## src/rtl/lut_cfg_seq.sv

```systemverilog
// lut_cfg_seq -- configuration sequencer for the per-PE LUT config bus.
//
// Accepts burst commands (base address + word count) with a streamed data
// port, and single host writes. Both sources are arbitrated onto one
// registered write bus (cfg_en/cfg_a/cfg_d). The host has fixed priority
// over burst commands while idle.
//
// Optional feature macro: LUT_CFG_SEQ_BOUND_EN
//   When defined, commands whose last address exceeds MaxAddr, and host
//   writes above MaxAddr, are accepted but dropped with a one-cycle err
//   pulse. When undefined, no check is made, addresses wrap, and err
//   stays 0.
//
// Ports:
//   cfg_clk, cfg_rst           clock, synchronous active-high reset
//   cmd_valid/ready/addr/len   burst command (len = word count - 1)
//   wr_valid/ready/data        burst data stream
//   hst_valid/ready/addr/data  single host write
//   cfg_en, cfg_a, cfg_d       registered config write bus
//   busy                       state is not IDLE
//   done                       one-cycle pulse on burst completion
//   err                        one-cycle pulse on rejected request
module lut_cfg_seq #(
  parameter int unsigned CfgDataWidth = 32,
  parameter int unsigned CfgAddrWidth = 8,
  parameter int unsigned LenWidth     = 4,
  parameter int unsigned MaxAddr      = 3
) (
  input  logic                    cfg_clk,
  input  logic                    cfg_rst,
  input  logic                    cmd_valid,
  output logic                    cmd_ready,
  input  logic [CfgAddrWidth-1:0] cmd_addr,
  input  logic [LenWidth-1:0]     cmd_len,
  input  logic                    wr_valid,
  output logic                    wr_ready,
  input  logic [CfgDataWidth-1:0] wr_data,
  input  logic                    hst_valid,
  output logic                    hst_ready,
  input  logic [CfgAddrWidth-1:0] hst_addr,
  input  logic [CfgDataWidth-1:0] hst_data,
  output logic                    cfg_en,
  output logic [CfgAddrWidth-1:0] cfg_a,
  output logic [CfgDataWidth-1:0] cfg_d,
  output logic                    busy,
  output logic                    done,
  output logic                    err
);

`ifdef LUT_CFG_SEQ_BOUND_EN
  localparam bit BoundEn = 1'b1;
`else
  localparam bit BoundEn = 1'b0;
`endif

  typedef enum logic [1:0] {
    IDLE,
    BURST,
    DONE
  } state_e;

  state_e                  state_q, state_d;
  logic [CfgAddrWidth-1:0] addr_q, addr_d;
  logic [LenWidth:0]       remain_q, remain_d;
  logic                    cfg_en_q, cfg_en_d;
  logic [CfgAddrWidth-1:0] cfg_a_q, cfg_a_d;
  logic [CfgDataWidth-1:0] cfg_d_q, cfg_d_d;
  logic                    err_q, err_d;

  logic                    hst_fire, cmd_fire, wr_fire;
  logic [31:0]             cmd_end;
  logic                    cmd_bad, hst_bad;

  // Readies are held low while reset is asserted so they first rise in the
  // cycle after reset is released.
  always_comb begin
    hst_ready = 1'b0;
    cmd_ready = 1'b0;
    wr_ready  = 1'b0;
    if (!cfg_rst) begin
      unique case (state_q)
        IDLE: begin
          hst_ready = 1'b1;
          cmd_ready = ~hst_valid;
        end
        BURST:   wr_ready = 1'b1;
        default: ;
      endcase
    end
  end

  assign hst_fire = hst_valid & hst_ready;
  assign cmd_fire = cmd_valid & cmd_ready;
  assign wr_fire  = wr_valid & wr_ready;

  // Bound check is done at 32 bits so base + len cannot wrap before compare.
  assign cmd_end = 32'(cmd_addr) + 32'(cmd_len);
  assign cmd_bad = BoundEn && (cmd_end > MaxAddr);
  assign hst_bad = BoundEn && (32'(hst_addr) > MaxAddr);

  always_comb begin
    state_d  = state_q;
    addr_d   = addr_q;
    remain_d = remain_q;
    cfg_en_d = 1'b0;
    cfg_a_d  = cfg_a_q;
    cfg_d_d  = cfg_d_q;
    err_d    = 1'b0;
    unique case (state_q)
      IDLE: begin
        if (hst_fire) begin
          if (hst_bad) begin
            err_d = 1'b1;
          end else begin
            cfg_en_d = 1'b1;
            cfg_a_d  = hst_addr;
            cfg_d_d  = hst_data;
          end
        end else if (cmd_fire) begin
          if (cmd_bad) begin
            err_d = 1'b1;
          end else begin
            addr_d   = cmd_addr;
            remain_d = {1'b0, cmd_len} + (LenWidth+1)'(1);
            state_d  = BURST;
          end
        end
      end
      BURST: begin
        if (wr_fire) begin
          cfg_en_d = 1'b1;
          cfg_a_d  = addr_q;
          cfg_d_d  = wr_data;
          addr_d   = addr_q + CfgAddrWidth'(1);
          remain_d = remain_q - (LenWidth+1)'(1);
          if (remain_q == (LenWidth+1)'(1)) begin
            state_d = DONE;
          end
        end
      end
      DONE:    state_d = IDLE;
      default: state_d = IDLE;
    endcase
  end

  always_ff @(posedge cfg_clk) begin
    if (cfg_rst) begin
      state_q  <= IDLE;
      addr_q   <= '0;
      remain_q <= '0;
      cfg_en_q <= 1'b0;
      cfg_a_q  <= '0;
      cfg_d_q  <= '0;
      err_q    <= 1'b0;
    end else begin
      state_q  <= state_d;
      addr_q   <= addr_d;
      remain_q <= remain_d;
      cfg_en_q <= cfg_en_d;
      cfg_a_q  <= cfg_a_d;
      cfg_d_q  <= cfg_d_d;
      err_q    <= err_d;
    end
  end

  assign cfg_en = cfg_en_q;
  assign cfg_a  = cfg_a_q;
  assign cfg_d  = cfg_d_q;
  assign err    = err_q;
  assign busy   = (state_q != IDLE);
  assign done   = (state_q == DONE);

endmodule
```

## config.mk

```make
export PLATFORM = sky130hd
export DESIGN_NAME = lut_cfg_seq
export DESIGN_NICKNAME = d
export VERILOG_FILES = /design/src/rtl/lut_cfg_seq.sv
export SDC_FILE = /design/constraint.sdc
export NUM_CORES = 1
export LEC_CHECK = 0
export CAP_MARGIN = 40
export CORE_AREA = 2 2 90 92
export DETAILED_ROUTE_END_ITERATION = 8
export DIE_AREA = 0 0 92 94
export PLACE_DENSITY = 0.75
export SKIP_CTS_REPAIR_TIMING = 1
export SLEW_MARGIN = 25
export SYNTH_ARGS = -nofsm -noshare
export SYNTH_HDL_FRONTEND = slang
export SYNTH_SLANG_ARGS = --single-unit
```

## constraint.sdc

```tcl
create_clock -name cfg_clk -period 3.8 [get_ports cfg_clk]
set_input_delay 0.76 -clock cfg_clk [delete_from_list [all_inputs] [get_ports cfg_clk]]
set_output_delay 0.76 -clock cfg_clk [all_outputs]
set_load 0.02 [all_outputs]
```

## Yosys cells after proc, flatten, opt, wreduce, memory -nomap -nowiden

Index checks and enable logic that the tools add are counted.

- Memory bits (writable): 0
- Word-level logic and storage cells: 55
- Output and inout bits: 47
- ROM bits: 0
- Memories kept: 0
- Bits in latches: 0
- Flip-flop bits (word level): 56
- Input port bits: 89

- Div/mod/pow operators: 0
- Bitwise gates (word level): 4
- Reductions and logical operators: 6
- Mux-type cells: 28
- Equality and inequality tests: 8
- Shift operators: 0
- Multiply operators: 0
- $lt $le $gt $ge: 0
- Add/subtract/negate cells: 3

Operators with widths:

| operator | number |
|---|---|
| $mux W32 | 2 |
| $pmux W32 S2 | 1 |
| $mux W8 | 5 |
| $pmux W8 S2 | 2 |
| $mux W5 | 3 |
| $ne A2 B2 Y1 const B | 5 |
| $pmux W5 S2 | 1 |
| $add A8 B1 Y8 const B | 1 |
| $mux W1 | 8 |
| $mux W2 | 4 |
| $reduce_and A4 Y1 | 2 |
| $add A4 B1 Y5 const B | 1 |
| $eq A5 B1 Y1 const B | 1 |
| $sub A5 B1 Y5 const B | 1 |
| $pmux W2 S2 | 1 |
| $reduce_bool A2 Y1 | 2 |
| $and A1 B1 Y1 | 3 |
| $reduce_and A3 Y1 | 1 |
| $eq A2 B1 Y1 const B | 1 |
| $eq A2 B2 Y1 const B | 1 |
| $logic_not A2 Y1 | 1 |
| $pmux W1 S2 | 1 |
| $not A1 Y1 | 1 |

## Longest topological paths before layout

Gate-level depths: netlist of the first run.

- Word-level depth: 7
- Gate-level depth with buffers: 7
- Depth with buffers taken out: 5

## Worst setup path after synthesis of the first run

No wires, ideal clock.

- Kind: input-to-output
- From: in cfg_rst
- To: out cmd_ready
- Data required time: 3.040 ns
- Stages on the path: 3
- Data arrival time: 1.660 ns
- Path slack: 1.380 ns
- Buffers on the path: 2
- Cells stage by stage: clkbuf_1 clkbuf_1 nor3_1

- Longest elaborated chain between the ends: 1

Ends and longest elaborated chain:

| item | RTL line | source |
|---|---|---|
| start: declaration | 30 | `input logic cfg_rst,` |
| $mux W1 | 80 | `if (!cfg_rst) begin` |
| end: declaration | 32 | `output logic cmd_ready,` |

Every way passes these cells.

## Worst setup path after layout of the first run

- From: in hst_valid
- To: out cmd_ready

- Longest elaborated chain between the ends: 3

Ends and longest elaborated chain:

| item | RTL line | source |
|---|---|---|
| start: declaration | 38 | `input logic hst_valid,` |
| $not A1 Y1 | 84 | `cmd_ready = ~hst_valid;` |
| $mux W1 | 81 | `unique case (state_q)` |
| $mux W1 | 80 |  |

Every way passes these cells.

==> impl_metrics.tcl, run 1 <==
set metrics [dict create \
    status "complete, no violations" \
    synth_area_per_cell_um2 8.353 \
    cts_tree "yes" \
    post_drt_via_cell_ratio 5.106 \
    initial_utilization_pct 38.32 \
    start_kind "input pin" \
    grt_max_degree 50 \
    reg2reg_slack_ps 1700 \
    die_w_um 92 \
    final_common_cell "clkdlybuf4s50_1" \
    rows 32 \
    period_minus_slack_ps 2799 \
    min_path_type "reg -> reg" \
    grt_first_pass_wirelength_um 12920 \
    gr-total-overflow 0 \
    core_um2 7607 \
    crit_required_ps 3040 \
    wire_per_inst_um 13.97 \
    worstSkewPairLatency_ps 300 \
    reg2reg_depth 5 \
    num_antenna_cells 0 \
    maxCapViolCount 0 \
    synth.distinct_cells 39 \
    hold_viol 0 \
    cts_inserted_buffers 5 \
    holdWs_ps 497.0 \
    rsz0062_at_grt "false" \
    final_max_slew_viol_count 0 \
    hpwl_um 5634 \
    finalSetupTns_ps 0 \
    clkSinkCount 56 \
    power_density_nw_per_um2 327.5 \
    holdPathStages 1 \
    yosysSeqAreaShare_pct 38.45 \
    reg2reg_from "state_q[0]" \
    final_cell_mix "133 x clkdlybuf4s50_1, 96 x nand2_1, 56 x dfxtp_1" \
    cts.path.max_buffers 2 \
    worst_pin_slew_ps 720.8 \
    dieArea_um2 8648 \
    synthesis.nets 442 \
    clk_pin_slew_ps 100 \
    drive_above_1_share_pct 12.23 \
    antenna_found_initial 0 \
    p_leak_nw 1.561 \
    area_delta_synth_final_pct 51.03 \
    min_period_over_period_pct 73.67 \
    critPathKind "in -> out" \
    path_max_fanout 3 \
    die_y_um 94 \
    synthCells 349 \
    ir_drop_uv 142.2 \
    drtIter0Drc 114 \
    slew_headroom_pct 51.62 \
    end_kind "output pin" \
    post-place-ws_ps 980.1 \
    nets 558 \
    syn-cell-area_um2 2915 \
    io_pins 136 \
    synth-seq-cells 56 \
    antenna_left 0 \
    skew_ps 2.527 \
    fmax_mhz 357.2 \
    drc_errors 0 \
    vias 2900 \
    grt_pass1_vias 2759 \
    cts_root_buffer "clkbuf_8" \
    cts_max_level 2 \
    port_buffers 134 \
    ys_warn_count 0 \
    first_pass_iters 4 \
    gp_congestion 0.7747 \
    critical_path.endpoint "cmd_ready" \
    gr-usage-all-layers_pct 18.03 \
    crit-reg2reg-capture "addr_q[2]" \
    wl_um 7934 \
    finalSetupViolCount 0 \
    crit_arrival_ps 2040 \
    cp-startpoint "hst_valid" \
    setup_slack_ps 1001 \
    finalCoreUtilization_pct 57.88 \
]
## registers in the layout, summed over array words and instances (netlist names)
register,flops
remain_q,5
state_q,2
cfg_d,32
addr_q,8
cfg_a,8
cfg_en,1
## Yosys cell counts
master	n	share of area [%]
buf_4	2	0.51
o21ai_1	6	1.0
o41ai_1	2	0.60
a311oi_2	39	20
nor3b_2	1	0.43
or2_2	1	0.21
and2_1	2	0.43
and3_1	1	0.21
mux2_1	1	0.39
conb_1	1	0.13
xnor2_1	1	0.30
nand2b_1	2	0.43
ha_1	4	1.7
o21ai_0	7	1.2
or4_1	1	0.26
nor3b_1	2	0.51
and2_0	1	0.21
inv_1	5	0.64
o211ai_1	1	0.26
buf_2	14	2.4
o21a_1	2	0.51
a32o_1	2	0.69
nor3_1	5	0.86
clkbuf_1	13	1.7
dfxtp_1	56	38
a211oi_1	2	0.51
nand2_1	96	12
a221oi_1	1	0.30
nor2b_1	3	0.64
a21oi_1	9	1.5
nor2_1	47	6.1
a31o_1	3	0.90
xor2_1	1	0.30
and2b_1	1	0.26
a311oi_1	3	0.90
buf_1	1	0.13
or3_1	2	0.43
nand4_1	3	0.64
nand3_1	5	0.86
## cells by family (layout without fill, tap and decap cells)
kind of cell	after synthesis	after routing	share of synthesized area, %
AOI/OAI and AO/OA	77	77	28.54
muxes	1	1	0.3862
other	1	1	0.1286
buffers and inverters	35	152	5.365
and+or+nand+nor	173	173	24.81
xor gates and xnor gates	2	2	0.6010
DFF	56	56	38.46
adders and majority gates	4	4	1.717
## worst min-delay path by stage
stage,slack [ps],startpoint,to
floorplan,450,remain_q[4],remain_q[4]
global placement,460,remain_q[4],remain_q[4]
detailed placement,480,remain_q[4],remain_q[4]
CTS,500,remain_q[4],remain_q[4]
global route,520,remain_q[4],remain_q[4]
finish,500,remain_q[4],remain_q[4]
## stage by stage
stage,total power (W),std cells,cell area [um^2]
6_report,0.001442,568,4403
5_1_grt,0.001518,568,4403
4_1_cts,0.001457,568,4403
3_5_place_dp,0.001114,560,4309
3_3_place_gp,0.001107,560,4309
2_1_floorplan,0.0009117,349,2915
## where the power goes
| group | leakage (nW) | total (W) | switching, W | internal, W |
|---|---|---|---|---|
| registers | 0.461 | 0.000661 | 0.0000286 | 0.000632 |
| clock network | 0.0445 | 0.000343 | 0.000195 | 0.000149 |
| logic | 1.06 | 0.000437 | 0.000214 | 0.000223 |
| total | 1.56 | 0.00144 | 0.000437 | 0.00100 |
## critical path, stage by stage
cell and delay [ps]:
clkdlybuf4s50_1 450, nor3_1 200, clkdlybuf4s50_1 630
## metal layers
layer	up-vias	wire (um)	track usage [%]
met5	-	0	0
met4	0	149	4.602
met3	15	425	3.772
met2	89	3821	31.80
met1	1347	3537	22.45
li1	1449	-	-
## final cells by class
cell class	instances	area, um^2
Fill cell	686	3204
Multi-Input combinational cell	258	1655
Timing Repair Buffer	139	1386
Sequential cell	56	1121
Tap cell	102	127.6
Clock buffer	7	86.33
Inverter	5	18.77
Clock inverter	1	7.507
Power figures use the tool's default switching activity.
==> run 2: changes to the inputs <==
--- a/config.mk
+++ b/config.mk
@@ -6,9 +6,9 @@
 export NUM_CORES = 1
 export LEC_CHECK = 0
 export CAP_MARGIN = 40
-export CORE_AREA = 2 2 90 92
+export CORE_AREA = 2 2 92 94
 export DETAILED_ROUTE_END_ITERATION = 8
-export DIE_AREA = 0 0 92 94
+export DIE_AREA = 0 0 94 96
 export PLACE_DENSITY = 0.75
 export SKIP_CTS_REPAIR_TIMING = 1
 export SLEW_MARGIN = 25
==> constraint.sdc (replaced) <==
create_clock -name cfg_clk -period 2.34 [get_ports cfg_clk]
set_input_delay 0.468 -clock cfg_clk [delete_from_list [all_inputs] [get_ports cfg_clk]]
set_output_delay 0.468 -clock cfg_clk [all_outputs]
set_load 0.02 [all_outputs]
==> impl_metrics.tcl, run 2 (synthesized netlist as in run 1, its figures left out) <==
set metrics [dict create \
    status "complete, no violations" \
    gr-total-overflow 0 \
    hold_viol 0 \
    die_w_um 94 \
    cts.path.max_buffers 2 \
    path_cells "or2_2 > nor3_1 > clkdlybuf4s50_1" \
    power_frac_seq_pct 43.1 \
    nets 565 \
    maxCapViolCount 0 \
    die_y_um 96 \
    ir_drop_uv 285.9 \
    path_max_fanout 7 \
    dieArea_um2 9024 \
    end_kind "output pin" \
    comb_power_share_pct 29.4 \
    p_int_w 0.001783 \
    switching_share_pct 28.64 \
    final_max_slew_viol_count 0 \
    multi_input_area_um2 1655 \
    slowest_stage "clkdlybuf4s50_1" \
    reg2reg_depth 4 \
    dp.cells 570 \
    wl_um 8307 \
    gr-usage-all-layers_pct 17.43 \
    finalSetupTns_ps 0 \
    critPathMaxStageDelay_ps 620 \
    rsz0062_at_grt "false" \
    power_density_nw_per_um2 553.3 \
    fmax_mhz 443.7 \
    crit_arrival_ps 1790 \
    vias 2953 \
    post_drt_via_cell_ratio 5.109 \
    first_pass_iters 4 \
    wire_per_inst_um 14.37 \
    fillers 769 \
    min_path_type "reg -> reg" \
    holdPathStages 1 \
    pwr-share-clk_pct 27.6 \
    rows 33 \
    grt_pass1_vias 2704 \
    antenna_found_initial 0 \
    worstSkewPairLatency_ps 300 \
    finalSetupViolCount 0 \
    stdcell_count 578 \
    cts_tree "yes" \
    core_um2 8051 \
    area_delta_synth_final_pct 54.94 \
    initial_utilization_pct 36.21 \
    final_cell_mix "133 x clkdlybuf4s50_1, 96 x nand2_1, 56 x dfxtp_1" \
    start_kind "register" \
    drc_errors 0 \
    min_period_over_period_pct 96.31 \
    cts_root_buffer "clkbuf_8" \
    hpwl_um 6121 \
    cts_inserted_buffers 5 \
    slew_headroom_pct 57.68 \
    crit_required_ps 1870 \
    skew_ps 7.658 \
    port_buffers 134 \
    clk_pin_slew_ps 90 \
    critPathKind "reg -> out" \
    clkSinkCount 56 \
    p_leak_nw 1.623 \
    antenna_left 0 \
    cts_max_level 2 \
    final_common_cell "clkdlybuf4s50_1" \
    drtIter0Drc 98 \
    num_antenna_cells 0 \
    gp_congestion 0.7744 \
    drive_above_1_share_pct 13.74 \
    period_minus_slack_ps 2254 \
    grt_max_degree 40 \
    grt_first_pass_wirelength_um 12790 \
    worst_pin_slew_ps 634.8 \
    io_pins 136 \
    power_switching_w 0.0007159 \
    largest_reg_flops 32 \
    regArea_um2 1121 \
]
run 2: changes by cell type in the layout (fill, tap and decap cells not counted), sizes merged:
cell | before | now
clkinvlp | 1 | 0
bufinv | 0 | 1
buf | 6 | 13
run 2: area by class of cell:
| type | instances | share of cell area [%] |
|---|---|---|
| inverter | 5 | 0.4155 |
| clock inverter | 1 | 0.6648 |
| sequential | 56 | 24.82 |
| clock buffer | 7 | 2.133 |
| tap | 105 | 2.909 |
| timing repair buffer | 146 | 32.41 |
| multi-input combinational | 258 | 36.65 |
run 2: power by group through the flow:
stage                     logic, W  registers [W]  clock network [W]
after floorplan           0.000319        0.00116                  0
after global placement    0.000727        0.00109                  0
after detailed placement  0.000738        0.00110                  0
after CTS                 0.000740        0.00108           0.000715
after global routing      0.000793        0.00108           0.000748
final                     0.000734        0.00108           0.000689
run 2: critical path, delay by kind of cell (launching register included):
family	cells	cell delay (ps)
flip-flops	1	390
buffers and inverters	1	620
AND/OR/NAND/NOR	2	470
run 2: path summary, 6_finish.rpt:
path | startpoint | endpoint | slack (ps)
max | state_q[1] | cmd_ready | 90
min | remain_q[4] | remain_q[4] | 500
max reg2reg | state_q[1] | cfg_d[21] | 570
min reg2reg | remain_q[4] | remain_q[4] | 500
run 2: layer usage:
layer | wire length (um) | up-vias | track usage (%)
met5 | 0 | - | 0
li1 | - | 1468 | -
met2 | 4072 | 100 | 31.13
met1 | 3618 | 1375 | 22.06
met4 | 101 | 0 | 3.744
met3 | 515 | 10 | 3.054
run 2: metrics by stage:
step	total power, W	setup WS (ps)	util [%]	hold slack, ps	instance area (um^2)
2_1_floorplan	0.001480	504.0	-	450.1	2915
3_3_place_gp	0.001821	150.6	54.53	462.6	4390
3_5_place_dp	0.001837	120.2	54.53	476.5	4390
4_1_cts	0.002533	65.86	56.10	499.0	4517
5_1_grt	0.002625	9.766	56.10	516.2	4517
6_report	0.002499	86.43	56.10	498.4	4517
